--- src/rtl/mdu_pipe.sv ---
// mdu_pipe: RV32M execution unit. Pipelined multiplier plus iterative
// restoring divider sharing one issue port and one registered result slot.
// Optional feature macro: MDU_DIV_EARLY_OUT_EN (divide-by-zero and signed
// overflow skip the CALC/FIX sequence and go straight to DONE).
module mdu_pipe #(
    parameter int DATA_W     = 32,
    parameter int ROB_W      = 4,
    parameter int MUL_STAGES = 3
) (
    input  logic              clk,
    input  logic              rst,
    input  logic              rs2mdu_enable,
    input  logic [2:0]        rs2mdu_op,
    input  logic [DATA_W-1:0] rs2mdu_rs1,
    input  logic [DATA_W-1:0] rs2mdu_rs2,
    input  logic [ROB_W-1:0]  rs2mdu_reorder,
    output logic              mdu2rs_ready,
    input  logic              rob2mdu_flush,
    output logic              mdu2cdb_enable,
    output logic [ROB_W-1:0]  mdu2cdb_reorder,
    output logic [DATA_W-1:0] mdu2cdb_value
);

    localparam logic [DATA_W-1:0] MIN_NEG = {1'b1, {(DATA_W-1){1'b0}}};
    localparam int CNT_W = (DATA_W > 1) ? $clog2(DATA_W) : 1;

    typedef enum logic [1:0] {S_IDLE, S_CALC, S_FIX, S_DONE} div_state_e;

    div_state_e div_state_q, div_state_d;

    logic kill, issue_ok, mul_issue, div_issue;

    assign kill         = rst || rob2mdu_flush;
    assign mdu2rs_ready = (div_state_q == S_IDLE);
    assign issue_ok     = rs2mdu_enable && mdu2rs_ready && !rst && !rob2mdu_flush;
    assign mul_issue    = issue_ok && !rs2mdu_op[2];
    assign div_issue    = issue_ok && rs2mdu_op[2];

    // ---------------- multiplier ----------------
    logic                 a_sgn, b_sgn;
    logic [2*DATA_W-1:0]  a_ext, b_ext, prod;
    logic [DATA_W-1:0]    mul_res;

    logic [MUL_STAGES-1:0] mul_vld_q;
    logic [ROB_W-1:0]      mul_tag_q [MUL_STAGES];
    logic [DATA_W-1:0]     mul_res_q [MUL_STAGES];
    logic                  mul_last;

    // Extend operands per op and select the product half at issue time.
    always_comb begin
        a_sgn = 1'b0;
        b_sgn = 1'b0;
        case (rs2mdu_op[1:0])
            2'b00, 2'b01: begin
                a_sgn = rs2mdu_rs1[DATA_W-1];
                b_sgn = rs2mdu_rs2[DATA_W-1];
            end
            2'b10:   a_sgn = rs2mdu_rs1[DATA_W-1];
            default: ;
        endcase
        a_ext   = {{DATA_W{a_sgn}}, rs2mdu_rs1};
        b_ext   = {{DATA_W{b_sgn}}, rs2mdu_rs2};
        prod    = a_ext * b_ext;
        mul_res = (rs2mdu_op[1:0] == 2'b00) ? prod[DATA_W-1:0] : prod[2*DATA_W-1:DATA_W];
    end

    // Valid bits of the multiplier pipe; flush/reset empties it.
    always_ff @(posedge clk) begin
        if (kill) begin
            mul_vld_q <= '0;
        end else begin
            mul_vld_q[0] <= mul_issue;
            for (int unsigned i = 1; i < MUL_STAGES; i++) begin
                mul_vld_q[i] <= mul_vld_q[i-1];
            end
        end
    end

    // Tag and result payload travel alongside the valid bits.
    always_ff @(posedge clk) begin
        mul_tag_q[0] <= rs2mdu_reorder;
        mul_res_q[0] <= mul_res;
        for (int unsigned i = 1; i < MUL_STAGES; i++) begin
            mul_tag_q[i] <= mul_tag_q[i-1];
            mul_res_q[i] <= mul_res_q[i-1];
        end
    end

    assign mul_last = mul_vld_q[MUL_STAGES-1];

    // ---------------- divider ----------------
    logic              a_neg, b_neg, div_by_zero, div_ovf, div_special;
    logic [DATA_W-1:0] a_mag, b_mag, spec_res, quot_fix, rem_fix;
    logic [DATA_W:0]   rem_sh, diff;

    logic [ROB_W-1:0]  div_tag_q;
    logic              rem_sel_q, q_neg_q, r_neg_q, special_q;
    logic [DATA_W-1:0] rem_q, quot_q, dvsr_q, result_q;
    logic [CNT_W-1:0]  cnt_q;

    // Issue-time magnitudes and the architecturally defined special results.
    always_comb begin
        a_neg       = !rs2mdu_op[0] && rs2mdu_rs1[DATA_W-1];
        b_neg       = !rs2mdu_op[0] && rs2mdu_rs2[DATA_W-1];
        a_mag       = a_neg ? -rs2mdu_rs1 : rs2mdu_rs1;
        b_mag       = b_neg ? -rs2mdu_rs2 : rs2mdu_rs2;
        div_by_zero = (rs2mdu_rs2 == '0);
        div_ovf     = !rs2mdu_op[0] && (rs2mdu_rs1 == MIN_NEG) && (rs2mdu_rs2 == '1);
        div_special = div_by_zero || div_ovf;
        spec_res    = '0;
        if (div_by_zero) begin
            spec_res = rs2mdu_op[1] ? rs2mdu_rs1 : '1;
        end else if (div_ovf) begin
            spec_res = rs2mdu_op[1] ? '0 : rs2mdu_rs1;
        end
        rem_sh   = {rem_q, quot_q[DATA_W-1]};
        diff     = rem_sh - {1'b0, dvsr_q};
        quot_fix = q_neg_q ? -quot_q : quot_q;
        rem_fix  = r_neg_q ? -rem_q : rem_q;
    end

    // Divider state register; flush/reset return it to IDLE.
    always_ff @(posedge clk) begin
        if (kill) div_state_q <= S_IDLE;
        else      div_state_q <= div_state_d;
    end

    // Divider sequencing; DONE waits for a cycle with no multiplier result.
    always_comb begin
        div_state_d = div_state_q;
        case (div_state_q)
            S_IDLE: begin
                if (div_issue) begin
`ifdef MDU_DIV_EARLY_OUT_EN
                    div_state_d = div_special ? S_DONE : S_CALC;
`else
                    div_state_d = S_CALC;
`endif
                end
            end
            S_CALC:  if (cnt_q == '0) div_state_d = S_FIX;
            S_FIX:   div_state_d = S_DONE;
            S_DONE:  if (!mul_last) div_state_d = S_IDLE;
            default: div_state_d = S_IDLE;
        endcase
    end

    // Divider datapath: the special result is latched at issue and FIX
    // leaves it untouched, so both build variants return identical values.
    always_ff @(posedge clk) begin
        case (div_state_q)
            S_IDLE: begin
                if (div_issue) begin
                    div_tag_q <= rs2mdu_reorder;
                    rem_sel_q <= rs2mdu_op[1];
                    q_neg_q   <= a_neg ^ b_neg;
                    r_neg_q   <= a_neg;
                    special_q <= div_special;
                    rem_q     <= '0;
                    quot_q    <= a_mag;
                    dvsr_q    <= b_mag;
                    cnt_q     <= CNT_W'(DATA_W-1);
                    result_q  <= spec_res;
                end
            end
            S_CALC: begin
                quot_q <= {quot_q[DATA_W-2:0], !diff[DATA_W]};
                rem_q  <= diff[DATA_W] ? rem_sh[DATA_W-1:0] : diff[DATA_W-1:0];
                cnt_q  <= cnt_q - CNT_W'(1);
            end
            S_FIX: begin
                if (!special_q) result_q <= rem_sel_q ? rem_fix : quot_fix;
            end
            default: ;
        endcase
    end

    // Result broadcast register: multiplier has priority over a waiting divide.
    always_ff @(posedge clk) begin
        if (rst) begin
            mdu2cdb_enable  <= 1'b0;
            mdu2cdb_reorder <= '0;
            mdu2cdb_value   <= '0;
        end else if (rob2mdu_flush) begin
            mdu2cdb_enable  <= 1'b0;
        end else if (mul_last) begin
            mdu2cdb_enable  <= 1'b1;
            mdu2cdb_reorder <= mul_tag_q[MUL_STAGES-1];
            mdu2cdb_value   <= mul_res_q[MUL_STAGES-1];
        end else if (div_state_q == S_DONE) begin
            mdu2cdb_enable  <= 1'b1;
            mdu2cdb_reorder <= div_tag_q;
            mdu2cdb_value   <= result_q;
        end else begin
            mdu2cdb_enable  <= 1'b0;
        end
    end

endmodule

--- config.mk ---
export PLATFORM = sky130hd
export DESIGN_NAME = mdu_pipe
export DESIGN_NICKNAME = d
export VERILOG_FILES = /design/src/rtl/mdu_pipe.sv
export SDC_FILE = /design/constraint.sdc
export NUM_CORES = 2
export LEC_CHECK = 0
export CAP_MARGIN = 10
export CORE_UTILIZATION = 66
export DETAILED_ROUTE_END_ITERATION = 6
export GPL_TIMING_DRIVEN = 0
export HOLD_SLACK_MARGIN = 0.08
export PLACE_DENSITY = 0.91
export SLEW_MARGIN = 10
export SYNTH_ARGS = -nofsm -noshare
export SYNTH_HDL_FRONTEND = slang
export SYNTH_SLANG_ARGS = --single-unit
export TNS_END_PERCENT = 10
--- constraint.sdc ---
create_clock -name clk -period 10.4 [get_ports clk]
set_input_delay 1.56 -clock clk [delete_from_list [all_inputs] [get_ports clk]]
set_output_delay 1.56 -clock clk [all_outputs]
set_load 0.01 [all_outputs]
# Yosys cells after proc, flatten, opt, wreduce, memory -nomap -nowiden
# Memory sizes are Yosys's and may differ from the RTL's.
# Cells that the tools add are included.
# totals
reg_bits,183
ram_bits,108
in_bits,75
output_inout_bits,38
elab_cells,100
n_memories,2
# memory_table
name,depth,word_bits,rd,rd_clocked_by_memory_dff,wr,line_no,text
mul_res_q,3,32,3,0,3,46,logic [DATA_W-1:0] mul_res_q [MUL_STAGES];
mul_tag_q,3,4,3,0,3,45,logic [ROB_W-1:0] mul_tag_q [MUL_STAGES];
# classes
addsub,6
mul,1
eq_ne,11
mux,32
n_bitwise,2
reduce_logical,31
# ops
op,count
$mux W32,17
$pmux W32 S2,3
$neg A32 Y32,4
$eq A32 B32 Y1 const B,2
$mul A33 B33 Y64,1
$sub A33 B32 Y33,1
$logic_not A32 Y1,1
$pmux W5 S2,1
$logic_and A1 B1 Y1,9
$mux W4,2
$pmux W2 S4,1
$eq A2 B2 Y1 const B,3
$mux W2,3
$ne A2 B2 Y1 const B,3
$reduce_and A2 Y1,3
$reduce_and A3 Y1,2
$reduce_bool A2 Y1,3
$logic_not A1 Y1,5
$logic_not A5 Y1,1
$mux W5,1
$sub A5 B1 Y5 const B,1
$eq A2 B1 Y1 const B,2
$logic_not A2 Y1,2
$mux W1,4
6 further kinds,8

# Depth between registers and ports, before layout
# depth
ltp_word,7
ltp_mapped,30
ltp_nobuf,27

# Worst setup path before layout
# OpenSTA, ideal clock, no wires.
# synth_path
path_kind,input port to flip-flop
start,input port rs2mdu_rs1[31]
end,memory mul_res_q[0][29]
setup_ps,86
arrival_time_ps,9344
required_time_ps,10314
setup_slack_ps,970
path_stages,25
n_path_buf,3
path_cell_list,clkbuf_1 a21boi_0 clkbuf_1 nand2_1 inv_1 fa_1 fa_1 fa_1 fa_1 inv_1 fa_1 fa_1 fa_1 fa_1 inv_1 ha_1 clkbuf_1 and3_1 nand3_1 nor3_1 nand2_1 a2111oi_0 o311ai_0 and3_1 a211oi_1
# synth_rtl
item,line_no,text
start: declaration,14,"input logic [DATA_W-1:0] rs2mdu_rs1,"
end: declaration,46,

==> run metrics <==
Synth-to-Final Area Change=6.319%; Cell Area, Synth=52590 sq um; worst hold path class=register to register; register area share after synthesis=0.1376; Ys Warns=0; WL/cell=29.44 microns; Antenna Violating Nets Remaining=0; clock slew at the register clock pins of the worst setup and hold paths=70 ps; most frequent cell after synthesis=inv_1; CTS buffer count=24; worst skew pair latency=580 ps; core area=78870 sq um; CTS Hold Bufs=0; hold path start=mul_res_q[0][53]; Routed WL=203600 microns; total I/O pin count=113; Yosys reg bits=291; share of the clock period used by the worst path=1.016; H-tree depth reported by CTS=1; Post-Syn Area per Cell=9.214 sq um; IO Port Bufs=74; reg2reg end=rem_q[17]; Syn Inst Count=5707; Max Clock Freq=0.09467 GHz; Synth top cells by count=inv_1, fa_1, nand2_1, and2_1, clkbuf_1; CP max-delay cell=clkbuf_1; syn_nets=7162; # DRC=3; detail-routed via count per cell=6.347; dominant cell type by area after synthesis=fa_1; TritonCTS Sinks=291; routed wl met2=89530 microns; Util after Layout=0.7089; fin crit period=10560 ps; worst-path maximum fanout=11; Synth cell types=66; share of the synthesized area in the top cell type=0.4287; # nets final=7272; outcome=finished, violations left; post-DP HPWL=164300 microns; R2R depth=14; Critical Path AT=10940 ps; RePlAce Congestion=1.099; CP peak stage delay=800 ps; worst-margin pin slew=1371 ps; Initial Utilization=0.6667; Synth area leaders=fa_1, inv_1, edfxtp_1; critical path class=primary input to register; ys async rst share=0; Die Y=284.3 microns; CTS root buf=clkbuf_16; Std-Cell Rows=103; flop2flop setup slack=5490 ps; Slew headroom=0.06222; die area=80810 sq um; 1st-iter DRT viols=5335; Metal-1 WL=63670 microns; hold path cells=0; Worst Path Required=10780 ps; Layout Skew=30.59 ps; CP most frequent cell=fa_1; first-pass GRT wire length=295500 microns; largest net degree at the start of global routing=36; remaining global-route overflow=0; Post-synth top flop=dfxtp_1; vias in the first global route=45850; final setup fails=5; setup ws final=-163.1 ps; via count=43890; final hold violation count=0; Max Cap Viol=0; Placement Setup Slack=-1991 ps; initial antenna violation count=30; CTS tree=done; top sig layer=met5; CP Launch Type=primary input; EDFF count, synth=141; Hold EP=mul_res_q[0][85]; Final Max Slew Viols=0; die extent in x=284.3 microns; metal3 WL=27000 microns; unrepaired setup endpoints after global routing=true; GRT Total Usage=0.5143; drt first pass iters=7; clk buf depth=3; share of cells above drive strength 1=0.03410; failing checks=design-rule violations, negative setup slack; RR Startpoint=quot_q[31]; CP endpoint kind=register
[state kept, by name (all words and copies together), names as in the netlist]
register	count
special_q	1
div_state_q	2
q_neg_q	1
mul_vld_q	3
mdu2cdb_reorder	4
mul_tag_q	12
mul_res_q	96
mdu2cdb_enable	1
r_neg_q	1
rem_sel_q	1
rem_q	32
div_tag_q	4
quot_q	32
result_q	32
dvsr_q	32
mdu2cdb_value	32
cnt_q	5
[layout make-up]
| cell class | count | area [sq um] |
|---|---|---|
| Tap cell | 1050 | 1314 |
| Inverter | 1138 | 4283 |
| Buffer | 350 | 1495 |
| Multi-Input combinational cell | 3925 | 39790 |
| Clock inverter | 14 | 166.4 |
| Timing Repair Buffer | 87 | 888.4 |
| Clock buffer | 30 | 654.4 |
| Sequential cell | 291 | 7237 |
| Antenna cell | 31 | 77.57 |
| Fill cell | 5999 | 22960 |
[worst max-delay path by stage]
stage,slack [ps],start,to
3_5_place_dp,-1990,rs2mdu_op[1],mul_res_q[0][29]
4_1_cts,1,rs2mdu_rs2[8],mul_res_q[0][16]
5_1_grt,-90,rs2mdu_rs1[24],mul_res_q[0][16]
3_3_place_gp,-1940,rs2mdu_op[1],mul_res_q[0][29]
6_report,-160,rs2mdu_rs1[24],mul_res_q[0][16]
2_1_floorplan,970,rs2mdu_rs1[31],mul_res_q[0][29]
[layer usage]
| layer | GRT usage | vias to the layer above |
|---|---|---|
| met4 | 0.4593 | 12 |
| met3 | 0.1692 | 1156 |
| met2 | 0.7739 | 3468 |
| li1 | - | 17560 |
| met5 | 0 | - |
| met1 | 0.5871 | 21700 |
[cell families after synthesis]
logic type      count (synthesis)  synth area share
simple gates                 1675            0.1466
mux                            68           0.01297
flops                         291            0.1376
xor+xnor                      208           0.03464
buf+inv                      1491            0.1066
compound gates                594           0.07240
fa+ha+maj                    1380            0.4891
[placed cells by master (no fill, tap or decap), drive strengths merged, types with 23 or more instances in the layout]
cell type / n
clkdlybuf4s50: 70
edfxtp: 141
inv: 1138
buf: 91
o211ai: 34
nor3: 39
xor2: 87
nor2: 192
and2: 337
xnor2: 121
o31ai: 39
mux2i: 67
ha: 254
diode: 31
dfxtp: 150
a21o: 51
fa: 1126
nand4: 27
clkbuf: 297
nand3: 32
nor2b: 23
a21oi: 133
nand2: 907
a211oi: 62
o21ai: 163
[critical path, delay by kind of cell]
family / cells / cell delay [ps]
and+or+nand+nor: 5 / 1080
adders and majority gates: 9 / 4660
AOI/OAI and AO/OA: 4 / 1470
buffers and inverters: 8 / 2150
[stage by stage]
stage          TNS (ps)  std cells  hold slack (ps)  instance area [sq um]
3_5_place_dp     -35790       6835            312.1                  54740
5_1_grt          -215.8       6892            329.4                  55850
6_report         -306.1       6916            324.6                  55910
3_3_place_gp     -34780       6831            309.9                  54640
4_1_cts               0       6882            324.7                  55730
2_1_floorplan         0       5707            309.6                  52590
[what timing repair did]
item                       CTS  global route
pin swaps                    0             1
resized for setup           83            87
setup endpoints to repair   28            22
setup buffers                4             5
Power is not shown: default switching activity piles up to over one toggle a cycle in this logic, so the estimate is an artifact.
